[src/rtl/operand_serializer.sv]
// Bit-serial source: parallel-loads two WIDTH-bit operands and streams them LSB first, one bit per cycle.
// First bit appears the cycle after start; stall holds the current bit with bit_valid low, and done follows the last bit.
module operand_serializer #(
  parameter  int WIDTH = 8,
  localparam int IW    = $clog2(WIDTH)
) (
  input  logic          clk,
  input  logic          rst,
  input  logic          load_en,
  input  logic [WIDTH-1:0] op_a_in,
  input  logic [WIDTH-1:0] op_b_in,
  input  logic          start,
  input  logic          stall,
  output logic          busy,
  output logic          bit_valid,
  output logic          a_bit,
  output logic          b_bit,
  output logic [IW-1:0] bit_index,
  output logic          first_bit,
  output logic          last_bit,
  output logic          done
);

  localparam logic [IW-1:0] LAST_IDX = IW'(WIDTH - 1);

  typedef enum logic [1:0] {
    IDLE  = 2'd0,
    SHIFT = 2'd1,
    DONE  = 2'd2
  } state_t;

  state_t           state, state_nxt;
  logic [WIDTH-1:0] a_reg, b_reg;
  logic [IW-1:0]    idx;

  always_ff @(posedge clk) begin
    if (rst) begin
      state <= IDLE;
      a_reg <= '0;
      b_reg <= '0;
      idx   <= '0;
    end else begin
      state <= state_nxt;
      // Operands are only writable while idle, so a stream never sees them change.
      if (state == IDLE && load_en) begin
        a_reg <= op_a_in;
        b_reg <= op_b_in;
      end
      if (state == SHIFT) begin
        if (!stall) begin
          idx <= (idx == LAST_IDX) ? '0 : idx + IW'(1);
        end
      end else begin
        idx <= '0;
      end
    end
  end

  always_comb begin
    state_nxt = state;
    case (state)
      IDLE:    if (start) state_nxt = SHIFT;
      SHIFT:   if (!stall && idx == LAST_IDX) state_nxt = DONE;
      DONE:    state_nxt = IDLE;
      default: state_nxt = IDLE;
    endcase
  end

  always_comb begin
    busy      = (state != IDLE);
    bit_valid = (state == SHIFT) && !stall;
    a_bit     = 1'b0;
    b_bit     = 1'b0;
    if (state == SHIFT) begin
      a_bit = a_reg[idx];
      b_bit = b_reg[idx];
    end
    bit_index = idx;
    first_bit = bit_valid && (idx == '0);
    last_bit  = bit_valid && (idx == LAST_IDX);
    done      = (state == DONE);
  end

endmodule

[config.mk]
export PLATFORM = sky130hd
export DESIGN_NAME = operand_serializer
export DESIGN_NICKNAME = d
export VERILOG_FILES = /design/src/rtl/operand_serializer.sv
export SDC_FILE = /design/constraint.sdc
export NUM_CORES = 1
export LEC_CHECK = 0
export ABC_AREA = 1
export CORE_ASPECT_RATIO = 0.75
export CORE_MARGIN = 2
export CORE_UTILIZATION = 42
export CTS_CLUSTER_DIAMETER = 30
export DETAILED_ROUTE_END_ITERATION = 10
export GPL_TIMING_DRIVEN = 0
export PLACE_DENSITY = 0.74
export SLEW_MARGIN = 40
export SYNTH_ARGS = -nofsm -noshare
export SYNTH_HDL_FRONTEND = slang
export SYNTH_SLANG_ARGS = --single-unit
[constraint.sdc]
create_clock -name clk -period 1.05 [get_ports clk]
set_input_delay 0.1575 -clock clk [delete_from_list [all_inputs] [get_ports clk]]
set_output_delay 0.1575 -clock clk [all_outputs]
set_load 0.005 [all_outputs]
==> impl_metrics.json <==
{
  "hold_path.class": "input port to register",
  "fin_crit_ns": 1.575,
  "avgRoutedWirePerCell_um": 14.34,
  "pwr-share-seq": 0.462,
  "p_sw_frac": 0.3154,
  "die_x_um": 64.42,
  "viasPerCell": 5.034,
  "worst_path_max_delay_cell": "dfxtp_4",
  "min_path_cells": 3,
  "syn-instance-count": 141,
  "slew_headroom": 0.8414,
  "finClkSkew_ns": 0.01298,
  "tightest_slew_ns": 0.2369,
  "ys.flop_type": "dfxtp_1",
  "ys_seq_area_frac": 0.3656,
  "fillers": 195,
  "r2r.worst_path.cells": 8,
  "synth.most_common_cell": "nand2_1",
  "final_max_slew_viol_count": 0,
  "max_freq_mhz": 635.1,
  "crit_family": "flip-flops",
  "place_hpwl_um": 1977,
  "p_per_area_nw_per_um2": 1043,
  "grt_remaining_overflow": 0,
  "syn_avg_cell_area_sq_um": 8.155,
  "start_util": 0.4418,
  "worst-path-buf-inv": 3,
  "critPathMaxStageDelay_ns": 0.42,
  "ios": 31,
  "die_area_sq_um": 3177,
  "drc": 0,
  "r2r_setup_slack_ns": -0.45,
  "first_pass_iters": 4,
  "finalHoldViolations": 0,
  "finalPower_mw": 1.910,
  "hold_ws_ns": 0.3005,
  "crit_fanout": 6,
  "postRouteAntennaNets": 0,
  "clkLatencyLatePin_ns": 0.32,
  "rsz0062_at_grt": "true",
  "crit_chain": "buf_12, inv_8, nand2_1, nand3_1, nand2_1, nor2_1, nor2_1, buf_2",
  "area_growth_pct": 59.30,
  "synth_async_sr_flop_share": 0,
  "drt_iter0_markers": 61,
  "placementRows": 16,
  "postCtsHoldBufs": 0,
  "clkTransAtPathRegs_ns": 0.13,
  "drive_gt1_frac": 0.5204,
  "clockPowerShare": 0.215,
  "chipHeight_um": 49.32,
  "cp.required_ns": 0.89,
  "end_kind": "output pin",
  "r2r_start": "bit_index[0]",
  "core_area_sq_um": 2603,
  "num-nets-final": 221,
  "startpoint_type": "register",
  "synth_top_area_frac": 0.3656,
  "p_int_mw": 1.307,
  "vdd_drop_max_v": 0.0008271,
  "grt_usage": 0.2177,
  "cp_data_arrival_time_ns": 1.42,
  "htreeDepth": 1,
  "hp-start": "stall",
  "io_buffer_count": 30,
  "ys_types": 20,
  "p_switching_mw": 0.6023,
  "fin_ws_ns": -0.5246,
  "status": "finished with violations",
  "p_comb_frac": 0.323,
  "min_to": "bit_index[2]",
  "pre_cts_ws_ns": -0.7571,
  "crit_type": "register to output pin",
  "post-route-period-util": 1.500,
  "r2r_end": "bit_index[1]",
  "setup_viol": 29,
  "cts_buffers": 3,
  "yosysWarnings": 0,
  "cts_tree": "yes",
  "synth_edf_count": 0,
  "route.vias.total": 1168,
  "violations": "negative setup slack",
  "syn-cell-area_sq_um": 1150,
  "synth_seq_cells": 21,
  "cp-startpoint": "bit_index[0]",
  "netlist_top_cells_count": "nand2_1, dfxtp_1, inv_1",
  "drv_cap": 0,
  "routed_wl_um": 3326,
  "grt_max_degree": 12,
  "gp_congestion": 0.8816,
  "synthTopCellsByArea": "dfxtp_1, a21oi_2, o21ai_2, nand2_1, inv_1",
  "grt_pass1_wl_um": 5257,
  "antenna_found_initial": 0,
  "diodes": 0,
  "clock_sinks": 21,
  "grt_pass1_vias": 1084,
  "cts.path.max_buffers": 2,
  "clock-root-buffer": "clkbuf_4",
  "synthesis.nets": 165,
  "synth.largest_area_cell": "dfxtp_1",
  "leakage_nw": 0.7715
}
-- area by class of cell --
type,instances,area (sq um),share of cell area
buffer,5,77.57,0.04235
clock buffer,4,26.28,0.01434
inverter,25,123.9,0.06762
multi-input combinational,90,671.9,0.3668
timing repair inverter,1,11.26,0.006148
sequential,21,434.2,0.2370
tap,36,45.04,0.02459
timing repair buffer,50,441.7,0.2411
-- power by group through the flow --
stage / clock network [mW] / logic [mW] / registers [mW]
4_1_cts: 0.408 / 0.568 / 0.881
3_3_place_gp: 0 / 0.477 / 0.898
3_5_place_dp: 0 / 0.492 / 0.901
6_report: 0.411 / 0.616 / 0.882
2_1_floorplan: 0 / 0.312 / 0.895
5_1_grt: 0.469 / 0.661 / 0.889
-- placed cells by master (no fill, tap or decap), types with 3 or more instances in the layout --
master,Yosys,layout
nand3_2,0,6
a21oi_2,14,14
nand3_1,10,4
ha_4,0,3
dfxtp_1,21,16
buf_4,0,16
buf_6,3,6
o21ai_2,14,13
inv_1,19,17
dfxtp_4,0,3
buf_2,0,8
clkbuf_4,0,3
inv_2,4,3
nand2_1,26,19
nand2_2,2,8
clkdlybuf4s50_1,0,20
nor2_1,10,8
-- worst register-to-register path, delay by kind of cell, from the launching register on --
kind	cells	cell delay, ns
buffers and inverters	4	0.47
DFF	1	0.42
adders and majority gates	2	0.25
AOI/OAI and AO/OA	1	0.22
and+or+nand+nor	1	0.04
-- metrics by stage --
step	std cells	util	instance area, sq um	setup TNS (ns)
6_report	232	0.7038	1832	-6.406
3_5_place_dp	207	0.5933	1544	-7.769
5_1_grt	232	0.7038	1832	-7.894
2_1_floorplan	141	-	1199	-0.02767
3_3_place_gp	207	0.5933	1544	-7.145
4_1_cts	229	0.6760	1759	-3.963
-- worst max path at each step --
stage,to,slack [ns],depth (start not counted)
after floorplan,state[0],-0.03,5
after global routing,b_bit,-0.60,8
final,a_bit,-0.52,8
after CTS,a_bit,-0.49,8
after detailed placement,first_bit,-0.76,7
after global placement,first_bit,-0.68,7
-- logic make-up (layout without fill, tap and decap cells) --
logic type,after synthesis,count (layout),synth area share
flops,21,21,0.3656
compound gates,36,36,0.2525
buf+inv,30,85,0.1534
simple gates,51,51,0.1959
fa+ha+maj,3,3,0.03265
-- per-layer routing --
| layer | global-route usage | up-vias | part of all wire |
|---|---|---|---|
| met5 | 0 | - | 0 |
| met4 | 0.06383 | 0 | 0.027 |
| met3 | 0.04619 | 12 | 0.055 |
| met2 | 0.3802 | 40 | 0.51 |
| met1 | 0.2691 | 552 | 0.41 |
| li1 | - | 564 | - |
-- timing repair --
item                                    4_1_cts  5_1_grt
cloned                                        2        0
buffers inserted                             16        4
gates resized for setup                      62       12
endpoints found under the setup margin       14       27
pin swaps                                    12        7
Note: power is estimated with default switching activity, not from simulation.
==> edit: new RTL, config.mk and constraints unchanged <==
Re-encode `state_t` (3 states) as one-hot, 3 bits wide.
--- a/src/rtl/operand_serializer.sv
+++ b/src/rtl/operand_serializer.sv
@@ -24,8 +24,8 @@
   localparam logic [IW-1:0] LAST_IDX = IW'(WIDTH - 1);
 
-  typedef enum logic [1:0] {
-    IDLE  = 2'd0,
-    SHIFT = 2'd1,
-    DONE  = 2'd2
+  typedef enum logic [2:0] {
+    IDLE  = 3'b001,
+    SHIFT = 3'b010,
+    DONE  = 3'b100
   } state_t;
 
Behaviour: same outputs for any inputs over 10 cycles, from zero or initial values and one cycle with rst high; not proved beyond that.
==> edit against the original RTL <==
- the run still ends with negative setup slack left
- area after synthesis down 4.5%
- count of clock-buffer cells in the layout unchanged
- final area up 5.1%
- clock power up 13%
- highest routed layer unchanged
- sequential cell count up 1
- worst hold slack better by 0.14 ns
- largest power group unchanged
- wire length up 2.9%
- power up 6.8%
- setup slack worse by 0.062 ns
==> edit: results <==
{
  "synth_warnings": 0,
  "crit_family": "buffers and inverters",
  "run_status": "finished, violations left",
  "first_pass_iters": 4,
  "drt-met1-wl_mm": 1.451,
  "drtIter0Drc": 21,
  "nFillCells": 191,
  "clockRootBuffer": "clkbuf_4",
  "placed_cell_area_mm2": 0.001474,
  "grtUsageTotal": 0.2354,
  "fin_ws_ns": -0.5865,
  "dpl.cell_count": 229,
  "synth_commonest_cells": "nand2_1 (27), nor2_1 (25), dfxtp_1 (22)",
  "slowest_stage": "dfxtp_2",
  "syn_avg_cell_area_um2": 6.740,
  "skew_ns": 0.002191,
  "drive_gt1_frac": 0.3955,
  "synth-compound-area-share": 0.1071,
  "cts_made_buffers": 3,
  "clockBufferDepth": 2,
  "syn_nets": 187,
  "vias_per_cell": 4.883,
  "vdd_drop_max_uv": 713.1,
  "gp_congestion": 0.8073,
  "hold_viol": 0,
  "worstPathArrival_ns": 1.48,
  "yosys.area_share.adder": 0.03417,
  "failed_checks": "negative setup slack",
  "setup_viol": 32,
  "grt_pass1_wl_mm": 5.354,
  "swShare": 0.2975,
  "min_from": "op_b_in[0]",
  "synth_cell_types": 21,
  "setup_tns_ns": -7.293,
  "place.detailed.hpwl_mm": 1.905,
  "wl_met3_um": 146,
  "num-nets-final": 245,
  "slew_headroom": 0.7107,
  "grt_max_degree": 13,
  "slowest_delay_ns": 0.36,
  "syn_to_final_growth_pct": 75.28,
  "critPathLaunch": "state[1]",
  "grt_pass1_vias": 1161,
  "synth_top_family_by_area": "simple AND/OR/NAND/NOR gates",
  "place_ws_ns": -0.6404,
  "yosysSeqAreaShare": 0.4009,
  "leakage_nw": 0.8092,
  "yosys-top-cells-area": "dfxtp_1 (40%), nand2_1 (9.2%), nor2_1 (8.5%)",
  "synth-async-reset-ratio": 0,
  "final_cell_count_no_fill": 256,
  "wl_met2_mm": 1.783,
  "routed_wl_mm": 3.423,
  "io_buffers": 30,
  "path_max_fanout": 3,
  "ys.flop_type": "dfxtp_1"
}
-- edit: cell count changes after synthesis, sizes merged --
| cell | change |
|---|---|
| dfxtp | +1 |
| a22oi | +1 |
| inv | +1 |
| o21ai | +2 |
| clkbuf | +1 |
| bufinv | -1 |
| nor2 | +16 |
| a21oi | -14 |
| o211ai | -1 |
| a211oi | -1 |
| nor3 | +17 |
-- edit: layout make-up --
cell class,count,share of cell area
Multi-Input combinational cell,110,0.3567
Timing Repair Buffer,53,0.2852
Sequential cell,22,0.2352
Inverter,25,0.05393
Tap cell,36,0.02339
Buffer,5,0.02209
Clock buffer,4,0.01884
Timing Repair inverter,1,0.004548
-- edit: kinds of logic (layout without fill, tap and decap cells) --
| group | after synthesis | after routing |
|---|---|---|
| compound gates | 23 | 23 |
| buf+inv | 31 | 88 |
| fa+ha+maj | 3 | 3 |
| flops | 22 | 22 |
| simple gates | 84 | 84 |
-- edit: power by group through the flow --
stage / clock (mW) / combinational (mW) / sequential, mW
after floorplan: 0 / 0.261 / 0.970
after global placement: 0 / 0.407 / 0.979
final: 0.466 / 0.602 / 0.972
after global routing: 0.509 / 0.660 / 0.984
after detailed placement: 0 / 0.416 / 0.980
after CTS: 0.481 / 0.575 / 0.963
-- edit: final timing paths --
path,end,slack (ns),cells after the start
max reg2reg,b_reg[2],-0.25,8
min reg2reg,a_reg[7],0.51,2
min,b_reg[0],0.44,3
max,a_bit,-0.59,7
-- edit: what timing repair did --
action,CTS,global route
endpoints found under the setup margin,32,32
cloned,3,0
resized for setup,101,19
setup buffers,21,2
pin swaps,6,16
endpoints found under the hold margin,0,0
-- edit: layer usage --
layer  vias to the layer above  track usage
li1                        634            -
met3                         4      0.05543
met5                         -            0
met2                        33       0.4617
met1                       579       0.2672
met4                         0      0.07556
